**src/rtl/ped_request_ctrl_if.sv**
```systemverilog
// Handshake bundle between the pedestrian push-button front end and its surroundings.
// The slave modport is the controller; the master modport is whoever drives the button, tick and ack.
interface ped_request_ctrl_if;
  logic       btn_n;
  logic       tick1s;
  logic       ped_ack;
  logic       ped_req;
  logic       ped_wait;
  logic       btn_level;
  logic [7:0] press_cnt;
  logic [1:0] dbg_state;

  // ped_req is a level held high until the sequencer answers with a one-cycle ped_ack pulse;
  // ped_ack seen while ped_req is low has no effect, and ped_req drops on the edge after ped_ack.
  modport master (
    output btn_n, tick1s, ped_ack,
    input  ped_req, ped_wait, btn_level, press_cnt, dbg_state
  );

  modport slave (
    input  btn_n, tick1s, ped_ack,
    output ped_req, ped_wait, btn_level, press_cnt, dbg_state
  );
endinterface

```
**src/rtl/ped_request_ctrl.sv**
```systemverilog
// Pedestrian request front end: synchronise and debounce the active-low button, hold a
// request until acknowledged, then enforce a hold-off during which presses are deferred.
module ped_request_ctrl #(
  parameter int unsigned DEBOUNCE_CYCLES = 1000000,
  parameter int unsigned CNT_W           = 20,
  parameter int unsigned HOLDOFF_S       = 10
) (
  input  logic              clk50M,
  input  logic              Reset,
  ped_request_ctrl_if.slave bus
);

  typedef enum logic [1:0] {
    IDLE    = 2'd0,
    PENDING = 2'd1,
    HOLDOFF = 2'd2
  } state_t;

  localparam logic [CNT_W-1:0] DEB_LAST  = CNT_W'(DEBOUNCE_CYCLES - 1);
  localparam logic [7:0]       HOLD_LOAD = 8'(HOLDOFF_S);

  logic             s1, s2;
  logic             btn_level_q;
  logic             btn_level_d;
  logic [CNT_W-1:0] deb_cnt;
  logic             press;

  state_t           state;
  logic             deferred;
  logic [7:0]       hold_cnt;
  logic             ped_req_q;
  logic             ped_wait_q;
  logic [7:0]       press_cnt_q;
  logic [7:0]       press_cnt_inc;

  // Two-flop synchroniser; reset to the released level so no spurious press follows reset.
  always_ff @(posedge clk50M) begin
    if (Reset) begin
      s1 <= 1'b1;
      s2 <= 1'b1;
    end else begin
      s1 <= bus.btn_n;
      s2 <= s1;
    end
  end

  // A new level is accepted only after DEBOUNCE_CYCLES consecutive differing samples.
  always_ff @(posedge clk50M) begin
    if (Reset) begin
      btn_level_q <= 1'b1;
      btn_level_d <= 1'b1;
      deb_cnt     <= '0;
    end else begin
      btn_level_d <= btn_level_q;
      if (s2 == btn_level_q) begin
        deb_cnt <= '0;
      end else if (deb_cnt == DEB_LAST) begin
        btn_level_q <= s2;
        deb_cnt     <= '0;
      end else begin
        deb_cnt <= deb_cnt + 1'b1;
      end
    end
  end

  assign press         = btn_level_d & ~btn_level_q;
  assign press_cnt_inc = (press_cnt_q == 8'hFF) ? 8'hFF : press_cnt_q + 8'd1;

  always_ff @(posedge clk50M) begin
    if (Reset) begin
      state       <= IDLE;
      deferred    <= 1'b0;
      hold_cnt    <= 8'd0;
      ped_req_q   <= 1'b0;
      ped_wait_q  <= 1'b0;
      press_cnt_q <= 8'd0;
    end else begin
      case (state)
        IDLE: begin
          if (press) begin
            state       <= PENDING;
            ped_req_q   <= 1'b1;
            ped_wait_q  <= 1'b1;
            press_cnt_q <= press_cnt_inc;
          end
        end
        PENDING: begin
          // A press coinciding with the ack is carried into the hold-off as a deferral.
          if (bus.ped_ack) begin
            state      <= HOLDOFF;
            hold_cnt   <= HOLD_LOAD;
            ped_req_q  <= 1'b0;
            deferred   <= press;
            ped_wait_q <= press;
          end
        end
        HOLDOFF: begin
          if (hold_cnt == 8'd0) begin
            // A press landing on the exit cycle is treated like an already-deferred one.
            if (deferred | press) begin
              state       <= PENDING;
              deferred    <= 1'b0;
              ped_req_q   <= 1'b1;
              ped_wait_q  <= 1'b1;
              press_cnt_q <= press_cnt_inc;
            end else begin
              state      <= IDLE;
              ped_wait_q <= 1'b0;
            end
          end else begin
            if (bus.tick1s) begin
              hold_cnt <= hold_cnt - 8'd1;
            end
            if (press) begin
              deferred   <= 1'b1;
              ped_wait_q <= 1'b1;
            end
          end
        end
        default: begin
          state      <= IDLE;
          deferred   <= 1'b0;
          ped_req_q  <= 1'b0;
          ped_wait_q <= 1'b0;
        end
      endcase
    end
  end

  assign bus.btn_level = btn_level_q;
  assign bus.ped_req   = ped_req_q;
  assign bus.ped_wait  = ped_wait_q;
  assign bus.press_cnt = press_cnt_q;
  assign bus.dbg_state = state;

endmodule

```
**src/flat_wrapper.sv**
```systemverilog
// flat-port wrapper written by rule: the top's interface ports become plain ports
module ped_request_ctrl_flat 
#(
  parameter int unsigned DEBOUNCE_CYCLES = 1000000,
  parameter int unsigned CNT_W           = 20,
  parameter int unsigned HOLDOFF_S       = 10
)
  (clk50M, Reset, bus_btn_n, bus_tick1s, bus_ped_ack, bus_ped_req, bus_ped_wait, bus_btn_level, bus_press_cnt, bus_dbg_state);
  ped_request_ctrl_if bus_i ();
  input  logic clk50M;
  input  logic Reset;
  input wire logic [$bits(bus_i.btn_n)-1:0] bus_btn_n;
  input wire logic [$bits(bus_i.tick1s)-1:0] bus_tick1s;
  input wire logic [$bits(bus_i.ped_ack)-1:0] bus_ped_ack;
  output wire logic [$bits(bus_i.ped_req)-1:0] bus_ped_req;
  output wire logic [$bits(bus_i.ped_wait)-1:0] bus_ped_wait;
  output wire logic [$bits(bus_i.btn_level)-1:0] bus_btn_level;
  output wire logic [$bits(bus_i.press_cnt)-1:0] bus_press_cnt;
  output wire logic [$bits(bus_i.dbg_state)-1:0] bus_dbg_state;
  assign bus_i.btn_n = bus_btn_n;
  assign bus_i.tick1s = bus_tick1s;
  assign bus_i.ped_ack = bus_ped_ack;
  assign bus_ped_req = bus_i.ped_req;
  assign bus_ped_wait = bus_i.ped_wait;
  assign bus_btn_level = bus_i.btn_level;
  assign bus_press_cnt = bus_i.press_cnt;
  assign bus_dbg_state = bus_i.dbg_state;
  ped_request_ctrl #(.DEBOUNCE_CYCLES(DEBOUNCE_CYCLES), .CNT_W(CNT_W), .HOLDOFF_S(HOLDOFF_S)) u_core (.clk50M(clk50M), .Reset(Reset), .bus(bus_i));
endmodule
```
**config.mk**
```make
export PLATFORM = sky130hd
export DESIGN_NAME = ped_request_ctrl_flat
export DESIGN_NICKNAME = d
export VERILOG_FILES = /design/src/rtl/ped_request_ctrl_if.sv /design/src/rtl/ped_request_ctrl.sv /design/src/flat_wrapper.sv
export SDC_FILE = /design/constraint.sdc
export NUM_CORES = 1
export LEC_CHECK = 0
export ABC_AREA = 1
export CAP_MARGIN = 20
export CORE_ASPECT_RATIO = 0.6
export CORE_UTILIZATION = 41
export DETAILED_ROUTE_END_ITERATION = 8
export GPL_TIMING_DRIVEN = 0
export PLACE_DENSITY_LB_ADDON = 0.08
export SLEW_MARGIN = 20
export SYNTH_ARGS = -nofsm -noshare
export SYNTH_HDL_FRONTEND = slang
export SYNTH_SLANG_ARGS = --single-unit
```
**constraint.sdc**
```tcl
create_clock -name clk50M -period 2.4 [get_ports clk50M]
set_clock_uncertainty 0.05 [all_clocks]
set_input_delay 0.48 -clock clk50M [delete_from_list [all_inputs] [get_ports clk50M]]
set_output_delay 0.48 -clock clk50M [all_outputs]
set_load 0.05 [all_outputs]
```
== After elaboration in Yosys (flattened, before gate mapping) ==
Cells that the tools add are included.

* Register bits: 45
* Input port bits: 5
* Word-level logic and storage cells: 70

* Add/sub/neg operators: 3
* Equality and inequality tests: 13
* Multiplexer cells: 27
* Bitwise gates (word level): 5
* Reduce and logical (&&, ||, !) cells: 11

{| class="wikitable"
|+ Operators by type and width
! cell !! count
|-
| two-way mux 8 bit || 7
|-
| case mux 8 bit (2 select lines) || 2
|-
| adder 20 x 1 -> 20 bit (second input constant) || 1
|-
| == test 20 bit (second input constant) || 1
|-
| AND reduction 4 bit || 4
|-
| two-way mux 1 bit || 11
|-
| case mux 1 bit (3 select lines) || 3
|-
| adder 8 x 1 -> 8 bit (second input constant) || 1
|-
| == test 8 bit (second input constant) || 1
|-
| logical NOT 8 bit || 1
|-
| subtractor 8 x 1 -> 8 bit (second input constant) || 1
|-
| two-way mux 2 bit || 3
|-
| inequality test 2 x 1 -> 1 bit (second input constant) || 3
|-
| inequality test 2 bit (second input constant) || 3
|-
| case mux 2 bit (3 select lines) || 1
|-
| nonzero test 2 bit || 2
|-
| inequality test 3 x 1 -> 1 bit (second input constant) || 1
|-
| inequality test 3 bit (second input constant) || 1
|-
| NOT 1 bit || 3
|-
| AND reduction 3 bit || 1
|-
| OR reduction 3 bit || 1
|-
| == test 2 x 1 -> 1 bit (second input constant) || 1
|-
| == test 2 bit (second input constant) || 1
|-
| logical NOT 2 bit || 1
|-
| 4 further kinds || 4
|}

== Depth between registers and ports, before layout ==
Gate-level depths: netlist of run 1.

* Depth in word-level cells: 6
* Mapped depth: 11
* Gate-level depth less buffers: 10

== Worst setup path before layout of run 1 ==
No wires, ideal clock.

* Kind: reg-to-reg
* Start: register u_core.state[0] (netlist: u_core.bus.dbg_state[0])
* End: register u_core.hold_cnt[7]
* Setup time: 0.128 ns
* Arrival: 1.865 ns
* Data required time: 2.222 ns
* Setup slack: 0.357 ns
* Stages on the path, launching flop included: 11
* Path through: dfxtp_1 inv_1 ha_1 buf_4 inv_2 o21ai_0 inv_1 nand3_2 buf_4 a21oi_1 nor2_1

* Word-level cells in the longest chain between the ends: 3

{| class="wikitable"
|+ Ends and longest elaborated chain
! what !! RTL line !! text
|-
| from (decl) || ped_request_ctrl.sv:28 || <nowiki>state_t state;</nowiki>
|-
| from (signal assigned) || ped_request_ctrl.sv:71 || <nowiki>state <= IDLE;</nowiki>
|-
| from (signal assigned) || ped_request_ctrl.sv:81 || <nowiki>state <= PENDING;</nowiki>
|-
| from (signal assigned) || ped_request_ctrl.sv:90 || <nowiki>state <= HOLDOFF;</nowiki>
|-
| == test 2 bit / == test 2 x 1 -> 1 bit (equally long branches) || ped_request_ctrl.sv:78 || <nowiki>case (state)</nowiki>
|-
| inequality test 2 bit (no line) / nonzero test 2 bit (equally long branches) || -- ||
|-
| AND reduction 4 bit (no line) || -- ||
|-
| to (signal assigned) || ped_request_ctrl.sv:112 || <nowiki>hold_cnt <= hold_cnt - 8'd1;</nowiki>
|-
| to (decl) || ped_request_ctrl.sv:30 || <nowiki>logic [7:0] hold_cnt;</nowiki>
|}

Several ways; a longest one is shown, not always the timed one.
A chain may end at the register's enable or synchronous reset.

== Worst setup path after layout of run 1 ==
* Start: register u_core.btn_level_q (netlist: u_core.bus.btn_level)
* End: output port bus_btn_level

{| class="wikitable"
|+ RTL lines
! what !! RTL line !! text
|-
| from (decl) || ped_request_ctrl.sv:23 || <nowiki>logic btn_level_q;</nowiki>
|-
| from (signal assigned) || ped_request_ctrl.sv:50 || <nowiki>btn_level_q <= 1'b1;</nowiki>
|-
| from (signal assigned) || ped_request_ctrl.sv:58 || <nowiki>btn_level_q <= s2;</nowiki>
|-
| to (decl) || flat_wrapper.sv:17 || <nowiki>output wire logic [$bits(bus_i.btn_level)-1:0] bus_btn_level;</nowiki>
|}

No word-level cell between the ends.

==> results of run 1 <==
## registers in the layout (all words and copies together) (netlist names)
signal and cells:
u_core.bus.press_cnt 8, u_core.bus.ped_req 1, u_core.deb_cnt 20, u_core.s1 1, u_core.bus.dbg_state 2, u_core.hold_cnt 8, u_core.btn_level_d 1, u_core.deferred 1
u_core.s2 1, u_core.bus.btn_level 1, u_core.bus.ped_wait 1
## cell type report
cell class / instances / share of cell area, %
Buffer: 6 / 1.38
Clock buffer: 5 / 2.45
Clock inverter: 1 / 0.178
Inverter: 43 / 5.75
Multi-Input combinational cell: 271 / 48.6
Sequential cell: 45 / 32.1
Tap cell: 80 / 3.56
Timing Repair Buffer: 17 / 6.06
## kinds of logic (layout without fill, tap and decap cells)
group / after synthesis / count (layout) / synth area share, %
xor+xnor: 12 / 12 / 4.26
fa+ha+maj: 8 / 8 / 4.06
buf+inv: 49 / 72 / 8.12
compound gates: 44 / 44 / 9.24
flops: 45 / 45 / 36.5
simple gates: 207 / 207 / 37.8
## metal layers
layer,vias up,routed length [um],GRT usage [%]
met5,-,0,0
met2,55,1900,24.8
met1,982,3180,29.8
li1,1198,-,-
met4,0,33,4.29
met3,4,331,4.03
## power groups by stage
stage	combinational (mW)	clock, mW	sequential [mW]
2_1_floorplan	0.0124	0	0.766
3_3_place_gp	0.0256	0	0.767
3_5_place_dp	0.0255	0	0.767
4_1_cts	0.0256	0.462	0.749
5_1_grt	0.0280	0.487	0.749
6_report	0.0253	0.438	0.749
## layout by cell type, fill, tap and decap left out, types with 3 or more instances in the layout
master	Yosys	final
a21oi_1	26	26
buf_4	4	4
clkbuf_8	0	5
clkdlybuf4s50_1	0	17
dfxtp_1	45	45
ha_1	8	8
inv_1	41	41
nand2_1	86	86
nand3_1	21	21
nand3_2	3	3
nand4_1	6	6
nor2_1	61	61
nor2_2	4	4
nor3_1	9	9
o21ai_0	15	15
or2_2	6	6
xor2_1	10	10
## metrics by stage
stage / instances / setup WS (ns)
after floorplan: 365 / 0.357
after global placement: 462 / 0.455
after detailed placement: 462 / 0.448
after global routing: 468 / 0.196
after CTS: 468 / 0.269
final: 468 / 0.296
## path summary, 6_finish.rpt
kind	startpoint	end	slack, ns	depth (start not counted)
max reg2reg	u_core.bus.dbg_state[0]	u_core.bus.press_cnt[2]	0.50	9
min reg2reg	u_core.s1	u_core.s2	0.37	1
max	u_core.bus.btn_level	bus_btn_level	0.30	1
min	u_core.s1	u_core.s2	0.37	1
==> impl_metrics.yaml, run 1 <==
floorplan:
  rows: 21
  die_x_um: 102
  die_h_um: 62.1
  coreArea_um2: 5680
  initial_core_util_pct: 43.4
  dieArea_um2: 6340
  num_io_pins: 18
cts:
  clock_latency_ns: 0.29
  path_clk_slew_ns: 0.08
  cts_tree: "built"
  cts_buffers: 5
  postCtsSetupBuffers: 0
  clockBufferDepth: 2
  postCtsHoldBufs: 0
  cts_resized: 0
  htreeDepth: 2
  clock_sinks: 45
  cts-root-buf: "clkbuf_8"
yosys:
  ys.flop_type: "dfxtp_1"
  async_flop_share_pct: 0
  synthMostInstantiatedCell: "nand2_1"
  ys_top_cells_by_area: "dfxtp_1, nand2_1, nor2_1, inv_1, a21oi_1"
  ys_seq_area_share_pct: 36.5
  yosysTopAreaCellShare_pct: 36.5
  synth-edff-count: 0
  synth_cells: 365
  ys_types: 29
  syn-num-nets: 378
  avgSynthCellArea_um2: 6.75
  synth_common_cells: "nand2_1, nor2_1, dfxtp_1, inv_1, a21oi_1"
  ys_ff_latch: 45
  yosysTopAreaCell: "dfxtp_1"
  synth_area_um2: 2460
  yosys_warnings: 0
layout:
  final_util_pct: 49.5
  syn_to_final_growth_pct: 14.0
  multi_input_area_um2: 1360
  n_fill_cell: 586
  ff_latch_area_um2: 901
  antenna_cells: 0
  finalNetCount: 402
  stdcell_area_um2: 2810
  drive_above_1_share_pct: 8.76
timing:
  holdWs_ns: 0.372
  tightest_slew_ns: 0.529
  slew_headroom_pct: 64.4
  fin_crit_ns: 2.10
  fmax_mhz: 475
  setup_tns_ns: 0
  rsz0062_at_grt: "no"
  hold_viol: 0
  post-route-period-util_pct: 87.7
  final_max_slew_viol_count: 0
  setup-violations-final: 0
run:
  cap_violations: 0
critical_path:
  startpoint_type: "register"
  cpMaxStageDelayCell: "clkdlybuf4s50_1"
  worstPathRequired_ns: 1.87
  end_kind: "output port"
  crit_chain: "clkdlybuf4s50_1"
  crit_family: "buffers and inverters"
  worstSetupPathType: "reg2out"
  cp.arrival_ns: 1.57
  slowest_delay_ns: 0.84
  crit_fanout: 6
  crit_buf_inv: 1
power_and_ir_drop:
  comb_power_share_pct: 2.1
  p_switching_mw: 0.262
  total_power_mw: 1.21
  p_sw_share_pct: 21.6
  p_per_area_nw_per_um2: 432
  clkPwrFrac_pct: 36.1
  ir_worst_vdd_v: 0.000246
  pwr-share-seq_pct: 61.8
  power.internal_mw: 0.951
  p_leak_nw: 1.03
grt:
  grt_max_degree: 13
  grt_pass1_wl_um: 8980
  grt-ovfl-total: 0
  grt_pass1_vias: 1856
  antenna_found_initial: 0
  track_usage_pct: 18.7
routing:
  wl_per_cell_um: 11.6
  drt_iter0_markers: 162
  firstDrtPassIters: 4
  vias: 2239
  vias_per_cell: 4.78
  remaining_drc_errors: 0
  drt.antenna.violating_nets: 0
  wl_um: 5440
run_status:
  status: "completed"
placement:
  gp_congestion: 0.859
  placed_cell_area_um2: 2740
  io_buffers: 17
  dp_hpwl_um: 4180
min_path:
  hold_class: "reg2reg"
Note: power is estimated with default switching activity, not from simulation.
==> run 2, diff against run 1 <==
--- a/config.mk
+++ b/config.mk
@@ -9,6 +9,7 @@
 export CAP_MARGIN = 20
 export CORE_ASPECT_RATIO = 0.6
 export CORE_UTILIZATION = 41
+export CTS_BUF_LIST = sky130_fd_sc_hd__clkbuf_16
 export DETAILED_ROUTE_END_ITERATION = 8
 export GPL_TIMING_DRIVEN = 0
 export PLACE_DENSITY_LB_ADDON = 0.08
@@ -16,3 +17,4 @@
 export SYNTH_ARGS = -nofsm -noshare
 export SYNTH_HDL_FRONTEND = slang
 export SYNTH_SLANG_ARGS = --single-unit
+export TNS_END_PERCENT = 20
==> run 2 against run 1 <==
Effect of this change: sequential share of layout area down 0.63 points; utilization is 0.99 points higher; largest power group unchanged; cell count unchanged; critical path type unchanged; routed wire length up 0.15%; first-iteration DRC count down 17%; setup slack improved by 0.015 ns.
==> impl_metrics.yaml, run 2 (same netlist as run 1, synthesis figures left out) <==
run_status:
  status: "completed"
floorplan:
  die_h_um: 62.1
  dieArea_um2: 6340
  num_io_pins: 18
  initial_core_util_pct: 43.4
  rows: 21
  coreArea_um2: 5680
  die_x_um: 102
critical_path:
  crit_chain: "clkdlybuf4s50_1"
  end_kind: "output port"
  slowest_delay_ns: 0.84
  startpoint_type: "register"
  cpMaxStageDelayCell: "clkdlybuf4s50_1"
  crit_family: "buffers and inverters"
  crit_end: "bus_btn_level"
  critPathLaunch: "u_core.bus.btn_level"
  worstPathRequired_ns: 1.87
  reg2reg_from: "u_core.bus.dbg_state[0]"
  r2r_end: "u_core.bus.press_cnt[2]"
  worstSetupPathType: "reg2out"
  crit_fanout: 6
  crit_buf_inv: 1
  cp.arrival_ns: 1.56
  rrSetupSlack_ns: 0.50
  rr_worst_depth: 9
  worst-path-stages: 1
timing:
  final_max_slew_viol_count: 0
  finalWorstSetupSlack_ns: 0.311
  slew_headroom_pct: 64.0
  fmax_mhz: 479
  setup-violations-final: 0
  rsz0062_at_grt: "no"
  tightest_slew_ns: 0.538
  hold_viol: 0
  setup_tns_ns: 0
  fin_crit_ns: 2.09
  post-route-period-util_pct: 87.1
routing:
  remaining_drc_errors: 0
  wl_met3_um: 326
  vias: 2258
  top_layer_used: "met4"
  wl_um: 5450
  routed-wl-met2_um: 1920
  firstDrtPassIters: 5
  met1Wirelength_um: 3170
  wl_per_cell_um: 11.6
  vias_per_cell: 4.82
  drt_iter0_markers: 135
  drt.antenna.violating_nets: 0
cts:
  path_clk_slew_ns: 0.06
  cts_resized: 0
  cts_tree: "built"
  cts-root-buf: "clkbuf_16"
  clock_sinks: 45
  clock_latency_ns: 0.28
  htreeDepth: 2
  postCtsSetupBuffers: 0
  cts_buffers: 5
  postCtsHoldBufs: 0
  clockBufferDepth: 2
grt:
  grt-ovfl-total: 0
  antenna_found_initial: 0
  grt_pass1_wl_um: 9070
  grt_max_degree: 13
  track_usage_pct: 18.8
  grt_pass1_vias: 1884
layout:
  drive_above_1_share_pct: 8.76
  syn_to_final_growth_pct: 16.2
  layout_common_cells: "nand2_1, nor2_1, dfxtp_1"
  final_common_cell: "nand2_1"
  largest_reg_flops: 20
  regMostFlops: "u_core.deb_cnt"
  antenna_cells: 0
  finalNetCount: 402
  stdcell_area_um2: 2870
placement:
  post-place-ws_ns: 0.448
  placed_cell_area_um2: 2740
  io_buffers: 17
  gp_congestion: 0.859
  dp_hpwl_um: 4180
min_path:
  hold_class: "reg2reg"
run:
  cap_violations: 0
power_and_ir_drop:
  ir_worst_vdd_v: 0.000332
  p_per_area_nw_per_um2: 493
  p_leak_nw: 1.05
run 2: cell count changes in the layout (fill, tap and decap cells not counted):
| cell | delta |
|---|---|
| clkbuf_8 | -5 |
| clkbuf_16 | +5 |
run 2: layout make-up:
| cell class | instances | area (um2) |
|---|---|---|
| plain buffers | 6 | 38.8 |
| repair buffers | 17 | 170 |
| fillers | 580 | 2810 |
| inverters | 43 | 161 |
| clock inverters | 1 | 5.00 |
| well taps | 80 | 100 |
| multi-input cells | 271 | 1360 |
| flip-flops and latches | 45 | 901 |
| clock buffers | 5 | 125 |
run 2: worst min-delay path by stage:
stage	to	start	depth (start not counted)
2_1_floorplan	u_core.s2	u_core.s1	1
3_3_place_gp	u_core.s2	u_core.s1	1
3_5_place_dp	u_core.s2	u_core.s1	1
4_1_cts	u_core.s2	u_core.s1	1
5_1_grt	u_core.s2	u_core.s1	1
6_report	u_core.s2	u_core.s1	1
run 2: where the power goes:
part	internal, mW	total, mW	switching, mW
clock	0.372	0.638	0.266
combinational	0.0109	0.0252	0.0144
sequential	0.749	0.750	0.00104
run 2: layer usage:
layer	up-vias	global-route usage, %
li1	1201	-
met1	990	29.5
met2	63	25.4
met3	4	4.70
met4	0	3.67
met5	-	0
run 2: stage by stage:
| stage | utilization [%] | hold slack (ns) | cells | total power [mW] |
|---|---|---|---|---|
| after floorplan | - | 0.339 | 365 | 0.779 |
| after global placement | 48.2 | 0.343 | 462 | 0.792 |
| after detailed placement | 48.2 | 0.348 | 462 | 0.792 |
| after CTS | 50.5 | 0.371 | 468 | 1.44 |
| after global routing | 50.5 | 0.373 | 468 | 1.47 |
| final | 50.5 | 0.365 | 468 | 1.41 |
==> variant, RTL diff (config.mk and constraints of run 1) <==
`CNT_W` is set to 20 in 2 places; all go to 40.
--- a/src/rtl/ped_request_ctrl.sv
+++ b/src/rtl/ped_request_ctrl.sv
@@ -3,5 +3,5 @@
 module ped_request_ctrl #(
   parameter int unsigned DEBOUNCE_CYCLES = 1000000,
-  parameter int unsigned CNT_W           = 20,
+  parameter int unsigned CNT_W           = 40,
   parameter int unsigned HOLDOFF_S       = 10
 ) (
--- a/src/flat_wrapper.sv
+++ b/src/flat_wrapper.sv
@@ -3,5 +3,5 @@
 #(
   parameter int unsigned DEBOUNCE_CYCLES = 1000000,
-  parameter int unsigned CNT_W           = 20,
+  parameter int unsigned CNT_W           = 40,
   parameter int unsigned HOLDOFF_S       = 10
 )
Formal check against the unedited RTL: same outputs for any inputs over 10 cycles, from zero or initial values and one cycle with Reset high; that may be too few to reach the edited logic, so the function may still have changed.
==> variant against run 1 <==
Sequential share of layout area down 1.5 points. Synthesized area up 49%. Routed wire length grew 78%. Register-to-register slack worse by 170 ps. Power rose to 2.7 times the old value. Worst setup slack lost 51 ps. Clock power increased to 2.8 times the old value. Design area rose by 52%. Sequential cell count increased by 20. Critical path type unchanged. Largest cell class unchanged.
==> variant: results (changes against run 1) <==
Parameter                              Value

Status
  Outcome ... finished clean

Power
  Leakage power summed over all cells ... 1.48 nW (+44%)
  Worst voltage drop across the vdd grid ... 0.000327 V (+33%)

Worst setup path
  Worst EP arrival ... 1630 ps (+60 ps)

Global routing
  First-pass GRT wire length ... 15,600 um (+73%)
  Vias in the first global route ... 3,087 (+66%)
  Maximum number of pins on one net before global-route repair ... 11 (-2)
  Met3 global-route usage ... 5.68% (+1.7 points)
  All-Layer GR Usage ... 22.9% (+4.2 points)
  Met1 routing resource usage after global routing ... 36.7% (+6.9 points)

Clock network
  Clock transition at path regs ... 50 ps (-30 ps)
  Insertion delay to the later sink of the worst-skew pair ... 330 ps (+40 ps)
  Maximum level of the CTS H-tree ... 3 (+1)
  Cts bufs inserted ... 9 (+4)
  Cell at the root of the clock tree ... clkbuf_16

Routing
  Pre-Repair DR Iteration Count ... 5 (+1)
  Metal3 WL ... 947 um (+190%)
  Initial DRC count ... 305 (+88%)
  Length of routed met2 wiring ... 3240 um (+71%)
  Total wire length after detailed routing ... 9680 um (+78%)
  Wire length on met1 ... 5330 um (+68%)

Place
  Pre-CTS setup slack ... 331 ps (-116 ps)
  DP Wirelength ... 7700 um (+84%)

Layout
  Largest register FFs ... 40 (+100%)
  Share of layout cells above drive strength 1 ... 6.67% (-2.1 points)
  Count of fill cells added during filler insertion ... 900 (+54%)

Synth
  Adder-Cell Fraction of Synth Area ... 2.73% (-1.3 points)
  Commonest cells post-synth ... nand2_1, nor2_1, dfxtp_1
  Top cells by area, synth ... dfxtp_1, nand2_1, nor2_1
  Complex-gate fraction of the synthesized area ... 9.12% (-0.12 points)
[variant: through the flow]
stage	util [%]	power [mW]	hold slack (ps)	instances	instance area, um^2
after global placement	46.3	2.03	342	697	3980
after detailed placement	46.3	2.03	349	697	3980
final	49.6	3.25	357	712	4260
after global routing	49.6	3.44	384	712	4260
after floorplan	-	1.84	339	568	3660
after CTS	49.6	3.28	361	712	4260
[variant: worst reg2reg max path: cells and delay by family, from the launching register on]
family                   cells  cell delay [ps]
flip-flops                   1              420
AO/OA/AOI/OAI                1               50
adder cells (fa/ha/maj)      1              310
AND/OR/NAND/NOR              6              770
buffers and inverters        3              360
[variant: final timing paths]
check                                          from                             to  slack (ps)  depth (start not counted)
setup / recovery  u_core.bus.btn_level$_SDFFE_PP1P_                  bus_btn_level         240                          1
hold / removal                 u_core.s1$_SDFF_PP1_           u_core.s2$_SDFF_PP1_         360                          1
setup reg to reg       u_core.deb_cnt[0]$_SDFF_PP0_  u_core.deb_cnt[10]$_SDFF_PP0_         330                         11
hold reg to reg                u_core.s1$_SDFF_PP1_           u_core.s2$_SDFF_PP1_         360                          1
[variant: power groups by stage]
stage               combinational [mW]  sequential [mW]  clock (mW)
floorplan                        0.538             1.31           0
global placement                 0.812             1.22           0
detailed placement               0.810             1.22           0
CTS                              0.817             1.20        1.26
global route                     0.927             1.21        1.30
finish                           0.820             1.20        1.23
[variant: area by class of cell]
class                   count  area share (%)
well taps                 112            3.29
repair buffers             17            4.00
inverters                  54            4.76
clock buffers              12            6.26
multi-input cells         441            49.3
plain buffers               8            1.44
flip-flops and latches     65            30.6
clock inverters             3           0.353
